`config.mk`:
```
export PLATFORM = sky130hd
export DESIGN_NAME = uart_rx_flat
export DESIGN_NICKNAME = d
export VERILOG_FILES = /design/src/rtl/uart_pkg.sv /design/src/rtl/uart_rx_if.sv /design/src/rtl/uart_rx_sync.sv /design/src/rtl/uart_rx.sv /design/src/flat_wrapper.sv
export SDC_FILE = /design/constraint.sdc
export NUM_CORES = 1
export LEC_CHECK = 0
export CORE_AREA = 2 2 58 60
export CTS_CLUSTER_DIAMETER = 50
export DETAILED_ROUTE_END_ITERATION = 10
export DIE_AREA = 0 0 60 62
export GPL_ROUTABILITY_DRIVEN = 0
export GPL_TIMING_DRIVEN = 0
export PLACE_DENSITY = 0.74
export REMOVE_ABC_BUFFERS = 1
export SYNTH_ARGS = -nofsm -noshare
export SYNTH_HDL_FRONTEND = slang
export SYNTH_HIERARCHICAL = 1
export SYNTH_SLANG_ARGS = --single-unit
```
`constraint.sdc`:
```
create_clock -name sys_clk -period 2.9 [get_ports sys_clk]
set_clock_uncertainty 0.05 [all_clocks]
set_input_delay 0.58 -clock sys_clk [delete_from_list [all_inputs] [get_ports sys_clk]]
set_output_delay 0.58 -clock sys_clk [all_outputs]
set_load 0.1 [all_outputs]
```
`src/rtl/uart_pkg.sv`:
```
// rtl/uart_pkg.sv - shared UART state encoding and baud derivation; UART_RX_PARITY_EN adds PARITY state
package uart_pkg;

`ifdef UART_RX_PARITY_EN
    typedef enum logic [2:0] {IDLE, START, DATA, PARITY, STOP} uart_state_t;
`else
    typedef enum logic [1:0] {IDLE, START, DATA, STOP} uart_state_t;
`endif

    function automatic int baud_cnt_max(input int clk_freq, input int uart_bps);
        return clk_freq / uart_bps;
    endfunction

    function automatic int half_bit(input int cnt_max);
        return cnt_max / 2;
    endfunction

endpackage

```
`src/rtl/uart_rx_if.sv`:
```
// rtl/uart_rx_if.sv - received-byte port toward the picture RAM write stage
interface uart_rx_if;
    logic [7:0] po_data;
    logic       po_flag;
    logic       rx_err;

    modport master (output po_data, output po_flag, output rx_err);
    modport slave  (input  po_data, input  po_flag, input  rx_err);
endinterface

```
`src/rtl/uart_rx_sync.sv`:
```
// rtl/uart_rx_sync.sv - two-flop synchroniser plus falling-edge detect for the rx pin
module uart_rx_sync (
    input  logic sys_clk,
    input  logic sys_rst,
    input  logic rx,
    output logic rx_s,
    output logic rx_fall
);

    logic rx_reg1;
    logic rx_reg2;
    logic rx_reg3;

    always_ff @(posedge sys_clk) begin
        if (sys_rst) begin
            rx_reg1 <= 1'b1;
            rx_reg2 <= 1'b1;
            rx_reg3 <= 1'b1;
        end else begin
            rx_reg1 <= rx;
            rx_reg2 <= rx_reg1;
            rx_reg3 <= rx_reg2;
        end
    end

    assign rx_s    = rx_reg2;
    assign rx_fall = rx_reg3 & ~rx_reg2;

endmodule

```
`src/rtl/uart_rx.sv`:
```
// rtl/uart_rx.sv - UART receiver, 8N1; define UART_RX_PARITY_EN for 8E1 with parity check
module uart_rx
    import uart_pkg::*;
#(
    parameter int UART_BPS = 9600,
    parameter int CLK_FREQ = 50_000_000
) (
    input  logic      sys_clk,
    input  logic      sys_rst,
    input  logic      rx,
    uart_rx_if.master rx_if
);

    localparam int BAUD_CNT_MAX = baud_cnt_max(CLK_FREQ, UART_BPS);
    localparam int HALF_BIT     = half_bit(BAUD_CNT_MAX);
    localparam int CNT_W        = $clog2(BAUD_CNT_MAX);
    localparam logic [CNT_W-1:0] CNT_LAST = CNT_W'(BAUD_CNT_MAX - 1);
    localparam logic [CNT_W-1:0] CNT_MID  = CNT_W'(HALF_BIT - 1);

    logic rx_s;
    logic rx_fall;

    uart_rx_sync u_sync (
        .sys_clk (sys_clk),
        .sys_rst (sys_rst),
        .rx      (rx),
        .rx_s    (rx_s),
        .rx_fall (rx_fall)
    );

    uart_state_t      state;
    logic [CNT_W-1:0] baud_cnt;
    logic [2:0]       bit_cnt;
    logic [7:0]       shift_reg;
    logic [7:0]       po_data;
    logic             po_flag;
    logic             rx_err;
    logic             baud_end;
    logic             mid_bit;
    logic             frame_ok;

    assign baud_end = (baud_cnt == CNT_LAST);
    assign mid_bit  = (baud_cnt == CNT_MID);

`ifdef UART_RX_PARITY_EN
    logic par_err;
    assign frame_ok = rx_s & ~par_err;
`else
    assign frame_ok = rx_s;
`endif

    always_ff @(posedge sys_clk) begin
        if (sys_rst) begin
            state     <= IDLE;
            baud_cnt  <= '0;
            bit_cnt   <= '0;
            shift_reg <= '0;
            po_data   <= '0;
            po_flag   <= 1'b0;
            rx_err    <= 1'b0;
`ifdef UART_RX_PARITY_EN
            par_err   <= 1'b0;
`endif
        end else begin
            po_flag <= 1'b0;
            rx_err  <= 1'b0;

            if (state == IDLE || baud_end)
                baud_cnt <= '0;
            else
                baud_cnt <= baud_cnt + 1'b1;

            case (state)
                IDLE: begin
                    if (rx_fall)
                        state <= START;
                end
                START: begin
                    if (mid_bit && rx_s) begin
                        state    <= IDLE;
                        baud_cnt <= '0;
                    end else if (baud_end) begin
                        state   <= DATA;
                        bit_cnt <= '0;
                    end
                end
                DATA: begin
                    if (mid_bit)
                        shift_reg <= {rx_s, shift_reg[7:1]};
                    if (baud_end) begin
                        if (bit_cnt == 3'd7)
`ifdef UART_RX_PARITY_EN
                            state <= PARITY;
`else
                            state <= STOP;
`endif
                        else
                            bit_cnt <= bit_cnt + 1'b1;
                    end
                end
`ifdef UART_RX_PARITY_EN
                PARITY: begin
                    // Even parity: the parity bit makes the total count of ones even.
                    if (mid_bit)
                        par_err <= (rx_s != ^shift_reg);
                    if (baud_end)
                        state <= STOP;
                end
`endif
                STOP: begin
                    // Leave at mid-bit so a start bit right after the stop bit is not missed.
                    if (mid_bit) begin
                        state    <= IDLE;
                        baud_cnt <= '0;
                        if (frame_ok) begin
                            po_data <= shift_reg;
                            po_flag <= 1'b1;
                        end else begin
                            rx_err  <= 1'b1;
                        end
                    end
                end
                default: state <= IDLE;
            endcase
        end
    end

    assign rx_if.po_data = po_data;
    assign rx_if.po_flag = po_flag;
    assign rx_if.rx_err  = rx_err;

endmodule

```
`src/flat_wrapper.sv`:
```
// flat-port wrapper written by rule: the top's interface ports become plain ports
module uart_rx_flat import uart_pkg::*;
#(
    parameter int UART_BPS = 9600,
    parameter int CLK_FREQ = 50_000_000
)
  (sys_clk, sys_rst, rx, rx_if_po_data, rx_if_po_flag, rx_if_rx_err);
  uart_rx_if rx_if_i ();
  input  logic sys_clk;
  input  logic sys_rst;
  input  logic rx;
  output wire logic [$bits(rx_if_i.po_data)-1:0] rx_if_po_data;
  output wire logic [$bits(rx_if_i.po_flag)-1:0] rx_if_po_flag;
  output wire logic [$bits(rx_if_i.rx_err)-1:0] rx_if_rx_err;
  assign rx_if_po_data = rx_if_i.po_data;
  assign rx_if_po_flag = rx_if_i.po_flag;
  assign rx_if_rx_err = rx_if_i.rx_err;
  uart_rx #(.UART_BPS(UART_BPS), .CLK_FREQ(CLK_FREQ)) u_core (.sys_clk(sys_clk), .sys_rst(sys_rst), .rx(rx), .rx_if(rx_if_i));
endmodule
```
* Yosys cells after proc, flatten, opt, wreduce, memory -nomap -nowiden *
Index checks and enable logic that the tools add are counted.

storage, ports and cells
  register bits = 39
  output and inout port bits = 10
  input bits = 3
  logic and storage cells = 57

cells by class
  reduce and logical (&&, ||, !) cells = 9
  bitwise logic cells = 4
  equality and inequality tests = 14
  $add $sub $neg = 2
  multiplexer cells = 18

operator list
  kind                                                    number
  2-to-1 mux 13 bit                                       3
  one-hot mux 13 bit (2 select lines)                     1
  adder 13 x 1 -> 13 bit (second input constant)          1
  equality test 13 x 12 -> 1 bit (second input constant)  1
  equality test 13 bit (second input constant)            1
  2-to-1 mux 2 bit                                        6
  2-to-1 mux 3 bit                                        4
  != test 2 x 1 -> 1 bit (second input constant)          5
  AND reduction 5 bit                                     2
  one-hot mux 2 bit (4 select lines)                      1
  one-hot mux 3 bit (2 select lines)                      1
  equality test 2 bit (second input constant)             2
  != test 2 bit (second input constant)                   2
  adder 3 x 1 -> 3 bit (second input constant)            1
  equality test 3 bit (second input constant)             1
  != test 3 x 1 -> 1 bit (second input constant)          1
  inverter 1 bit                                          3
  AND reduction 3 bit                                     1
  OR reduction 3 bit                                      1
  equality test 2 x 1 -> 1 bit (second input constant)    1
  zero test 2 bit                                         1
  2-to-1 mux 1 bit                                        2
  AND reduction 2 bit                                     1
  nonzero test 2 bit                                      1
  3 further kinds                                         3

* Logic depth before layout (Yosys ltp) *
  depth in word-level cells = 5
  gate-level depth with buffers = 7
  mapped depth without buffers = 5

* Hierarchy *
The synthesis kept the hierarchy.

by module, submodules not included
  module        area an instance (µm²)  sequential area each (µm²)  cells each  times used
  uart_rx       1555.2                  720.7                       168         1
  uart_rx_sync  85.1                    60.1                        7           1

* Worst setup path before layout *
OpenSTA, ideal clock, no wires.

  path kind = reg-to-reg
  start = reg u_core.baud_cnt[0]
  end = reg u_core.shift_reg[6]
  period minus slack after synthesis = 1.942 ns
  arrival time = 1.764 ns
  setup slack = 0.958 ns
  cell stages (with the launch flop) = 6
  setup time = 0.128 ns
  path buffers = 0
  data required time = 2.722 ns
  cell sequence = dfxtp_1 > ha_1 > nor4bb_1 > nand4_2 > mux2i_1 > nor2_1

between the ends
  cells in the longest elaborated chain, start to end = 2

RTL lines
  item                            RTL line       source
  start: declaration              uart_rx.sv:32  logic [CNT_W-1:0] baud_cnt;
  start signal: assignment        uart_rx.sv:71  baud_cnt <= baud_cnt + 1'b1;
  equality test 13 x 12 -> 1 bit  uart_rx.sv:43  assign mid_bit = (baud_cnt == CNT_MID);
  AND reduction 2 bit (no line)   n/a
  end signal: assignment          uart_rx.sv:89  shift_reg <= {rx_s, shift_reg[7:1]};
  end: declaration                uart_rx.sv:34  logic [7:0] shift_reg;

Every way passes these cells.
A chain may end at the register's enable or synchronous reset.

* Worst setup path in the final report *
  start = reg u_core.baud_cnt[0]
  end = reg u_core.po_data[6] (netlist: u_core/rx_if.po_data[6])

between the ends
  cells in the longest elaborated chain, start to end = 2

RTL lines
  item                            RTL line        source
  equality test 13 x 12 -> 1 bit  uart_rx.sv:43
  AND reduction 3 bit (no line)   n/a
  end signal: assignment          uart_rx.sv:116  po_data <= shift_reg;
  end: declaration                uart_rx.sv:35   logic [7:0] po_data;

Every way passes these cells.

==> results list <==
* Number of max-slew violations in the final report: 0
- Area post-placement: 1780 um^2
* Total number of nets in the final design: between 150 and 200
* Leading cell types by total area after synthesis: sky130_fd_sc_hd__dfxtp_1 (48%), sky130_fd_sc_hd__mux2i_1 (9.8%), sky130_fd_sc_hd__nor2_1 (7.8%), sky130_fd_sc_hd__xnor2_1 (4.8%), sky130_fd_sc_hd__ha_1 (2.3%)
* Share of cells above drive strength 1: 0.0588
* Ordered list of cells on the worst path: ha_1 -> nor4bb_1 -> nand4_1 -> mux2i_1 -> nor2_1
* Resize count post-CTS: 0
- The worst setup path is of the reg -> reg kind.
- Total wirelength of the detailed-routed design: between 2000 and 3000 um
* Total routing usage reported by global routing: 0.176
- Summed over all layers, the global routing overflow is 0.
- Counting distinct cell types in the post-synthesis netlist gives 34.
* Antenna diode instance count: 0
* Count of H-tree levels built during CTS: 2
- The share of the Yosys chip area taken by registers is 0.476.
* Area of all sequential standard cells: ~780 um^2
- Along the worst path, the maximum fanout reaches 9.
- Worst path arrival time: 2740 ps
- In this run the clock root is driven by a sky130_fd_sc_hd__clkbuf_4.
- After layout, the worst setup slack is between 300 and 400 ps.
- Portion of synthesized cell area occupied by the leading cell type: 0.476
- Clock tree sinks: 39
* Worst max-slew margin expressed relative to the limit: 0.285
* Netlist area before placement: 1640 um^2
- For this configuration, the core starts out at a cell density of 0.516.
- Port buffering added 12 buffers.
- Antenna violations before repair: 0
- At the placement stage, the worst setup path has a slack of 251 ps.
- For the finished layout, the period the worst path requires is 2580 ps.
* Data required time at the worst endpoint: slightly above 3000 ps
- Summed over all nets, the half-perimeter wirelength after detailed placement is slightly below 2000 um.
* Via count: ~1200
- Each instance of the synthesized netlist takes up on average around 9.4 um^2.
- TritonCTS created 5 clock buffers.
* DRT antenna net count: 0
* Via density per instance: roughly 5.2
- The die covers around 3700 um^2.
- Routed wire length per instance: 12.2 um
- Post-synthesis cell type with the largest combined area: sky130_fd_sc_hd__dfxtp_1
- Pin placement for this block handled 13 I/O pins.
- Number of fillers in the final layout: ~290
- Count of buffers added by post-CTS timing repair for setup: 0
* Drt drc: 0
- Worst-path clk slew: ~120 ps
- The detailed router finished its first iteration with 37 violations.
- Counting along the longest clock path gives a buffer depth of 2.
- The analysis attributes to cell leakage a power of 0.722 nW.
- Gate family responsible for the most delay along the worst path: simple AND/OR/NAND/NOR gates
- Run status: finished clean
- The register with the most flip-flops in the layout has 13 of them.
- Area growth from synthesis to final layout: 13.6%
* Longest individual stage delay on the worst path: 680 ps
* Nature of the critical path startpoint: flop
- Peak Freq: 388 MHz
- The die is 60 um wide.
- The first global-routing pass estimated slightly below 5000 um of wire.
- Largest net degree at the start of global routing: 27
- Sum of negative setup slack: 0 ps
* Gate count after technology mapping: 175
- Power spread over the standard cell area amounts to ~490 nW/um^2.
- Counting flops and latches in the post-synthesis netlist gives 39.
* Most common cell after layout, fill and taps aside: sky130_fd_sc_hd__dfxtp_1
* Number of buffer and inverter instances along the worst setup path: 0
- Std-Cell Rows: 21
* Clock latency reported for the late side of the worst-skew pair: ~340 ps
* Slowest cell on the critical path: sky130_fd_sc_hd__nand4_1
- The multi-input combinational cells in the finished layout cover a total of roughly 800 um^2.
- Number of buffers inserted for hold repair after clock tree synthesis: 0
- The min-delay analysis places its worst path in the category reg -> reg.
- For the pin with the worst max-slew slack, the measured transition is ~1100 ps.
* Final Setup Violations: 0
* VDD IR-drop max: approximately 0.00040 V
- Highest-count cells in the layout ignoring fill and taps: sky130_fd_sc_hd__dfxtp_1 (39), sky130_fd_sc_hd__nor2_1 (34), sky130_fd_sc_hd__mux2i_1 (16), sky130_fd_sc_hd__clkdlybuf4s50_1 (12), sky130_fd_sc_hd__xnor2_1 (9)
- DIE HEIGHT: roughly 62 um
- Clock tree from TritonCTS: built
- Across the run, the number of max-cap violations was 0.
- Share of the clock period used by the worst path after layout: 0.888
- Setup repair after global routing left no endpoint under its margin.
- The via count of the first global-routing pass is about 1100.
- Final instance area: ~1900 um^2
* Core Box Area: between 3000 and 4000 um^2
- STA classifies the critical path endpoint as a flop.
- Final Hold Vio Count: 0
- The Yosys step of the flow raised 6 warnings.
* Pre-Repair DR Iteration Count: 4
## cell families (layout without fill, tap and decap cells)
kind of cell               Yosys count  after routing  synth area share
and+or+nand+nor                     78             78             0.253
DFF                                 39             39             0.476
muxes                               17             17             0.104
AOI/OAI and AO/OA                   14             14            0.0511
buffers and inverters               13             25            0.0336
xor gates and xnor gates            11             11            0.0587
adders and majority gates            3              3            0.0229
## layer usage
layer	global-route usage	part of all wire	vias up
li1	-	-	631
met1	0.214	0.49	566
met2	0.281	0.46	18
met3	0.0745	0.039	2
met4	0.0667	0.0077	0
met5	0	0	-
## final timing paths
check,start,endpoint,slack [ps],depth (start not counted)
worst max register to register,u_core/baud_cnt[0]$_SDFF_PP0_,u_core/rx_if.po_data[6]$_SDFFE_PP0P_,320,5
worst min register to register,u_core/u_sync/rx_reg1$_SDFF_PP1_,u_core/u_sync/rx_s$_SDFF_PP1_,360,1
worst max-delay path,u_core/baud_cnt[0]$_SDFF_PP0_,u_core/rx_if.po_data[6]$_SDFFE_PP0P_,320,5
worst min-delay path,u_core/u_sync/rx_reg1$_SDFF_PP1_,u_core/u_sync/rx_s$_SDFF_PP1_,360,1
## cells in the mapped netlist
master,n
sky130_fd_sc_hd__nor4bb_1,2
sky130_fd_sc_hd__inv_1,5
sky130_fd_sc_hd__nand4_2,1
sky130_fd_sc_hd__buf_2,2
sky130_fd_sc_hd__nand3_1,6
sky130_fd_sc_hd__or3b_2,1
sky130_fd_sc_hd__nand2b_1,4
sky130_fd_sc_hd__xor2_1,2
sky130_fd_sc_hd__ha_1,3
sky130_fd_sc_hd__o21a_1,2
sky130_fd_sc_hd__xnor2_1,9
sky130_fd_sc_hd__o2111ai_1,1
sky130_fd_sc_hd__or2b_1,1
sky130_fd_sc_hd__or4_1,2
sky130_fd_sc_hd__nand4bb_1,2
sky130_fd_sc_hd__o211ai_1,1
sky130_fd_sc_hd__nand2_1,4
sky130_fd_sc_hd__nor2_1,34
sky130_fd_sc_hd__a211oi_1,1
sky130_fd_sc_hd__clkbuf_1,5
sky130_fd_sc_hd__or2_1,3
sky130_fd_sc_hd__nand4_1,5
sky130_fd_sc_hd__nor2b_1,2
sky130_fd_sc_hd__nor4_1,5
sky130_fd_sc_hd__a21oi_1,5
sky130_fd_sc_hd__buf_4,1
sky130_fd_sc_hd__and3_1,1
sky130_fd_sc_hd__nor3_1,3
sky130_fd_sc_hd__mux2i_1,16
sky130_fd_sc_hd__o21ai_0,4
sky130_fd_sc_hd__dfxtp_1,39
sky130_fd_sc_hd__nand3b_1,1
sky130_fd_sc_hd__mux2_2,1
sky130_fd_sc_hd__nor4b_1,1
## report_power, final
group | internal, W | total, W | leakage (nW) | switching, W
combinational | 0.00000640 | 0.0000166 | 0.362 | 0.0000102
sequential | 0.000538 | 0.000542 | 0.315 | 0.00000328
clock | 0.000181 | 0.000358 | 0.0452 | 0.000177
total | 0.000726 | 0.000917 | 0.722 | 0.000190
## through the flow
step / hold slack, ps / utilization / power, W / cells
2_1_floorplan: 335 / - / 0.000560 / 167
3_3_place_gp: 343 / 0.560 / 0.000569 / 225
3_5_place_dp: 345 / 0.560 / 0.000570 / 225
4_1_cts: 370 / 0.586 / 0.000929 / 233
5_1_grt: 373 / 0.586 / 0.000960 / 233
6_report: 355 / 0.586 / 0.000917 / 233
## area by class of cell
| cell class | instances | share of cell area |
|---|---|---|
| clock buffer | 5 | 0.0201 |
| clock inverter | 3 | 0.0235 |
| inverter | 5 | 0.0101 |
| multi-input combinational | 123 | 0.432 |
| sequential | 39 | 0.419 |
| tap | 46 | 0.0309 |
| timing repair buffer | 12 | 0.0645 |
Power figures use the tool's default switching activity.
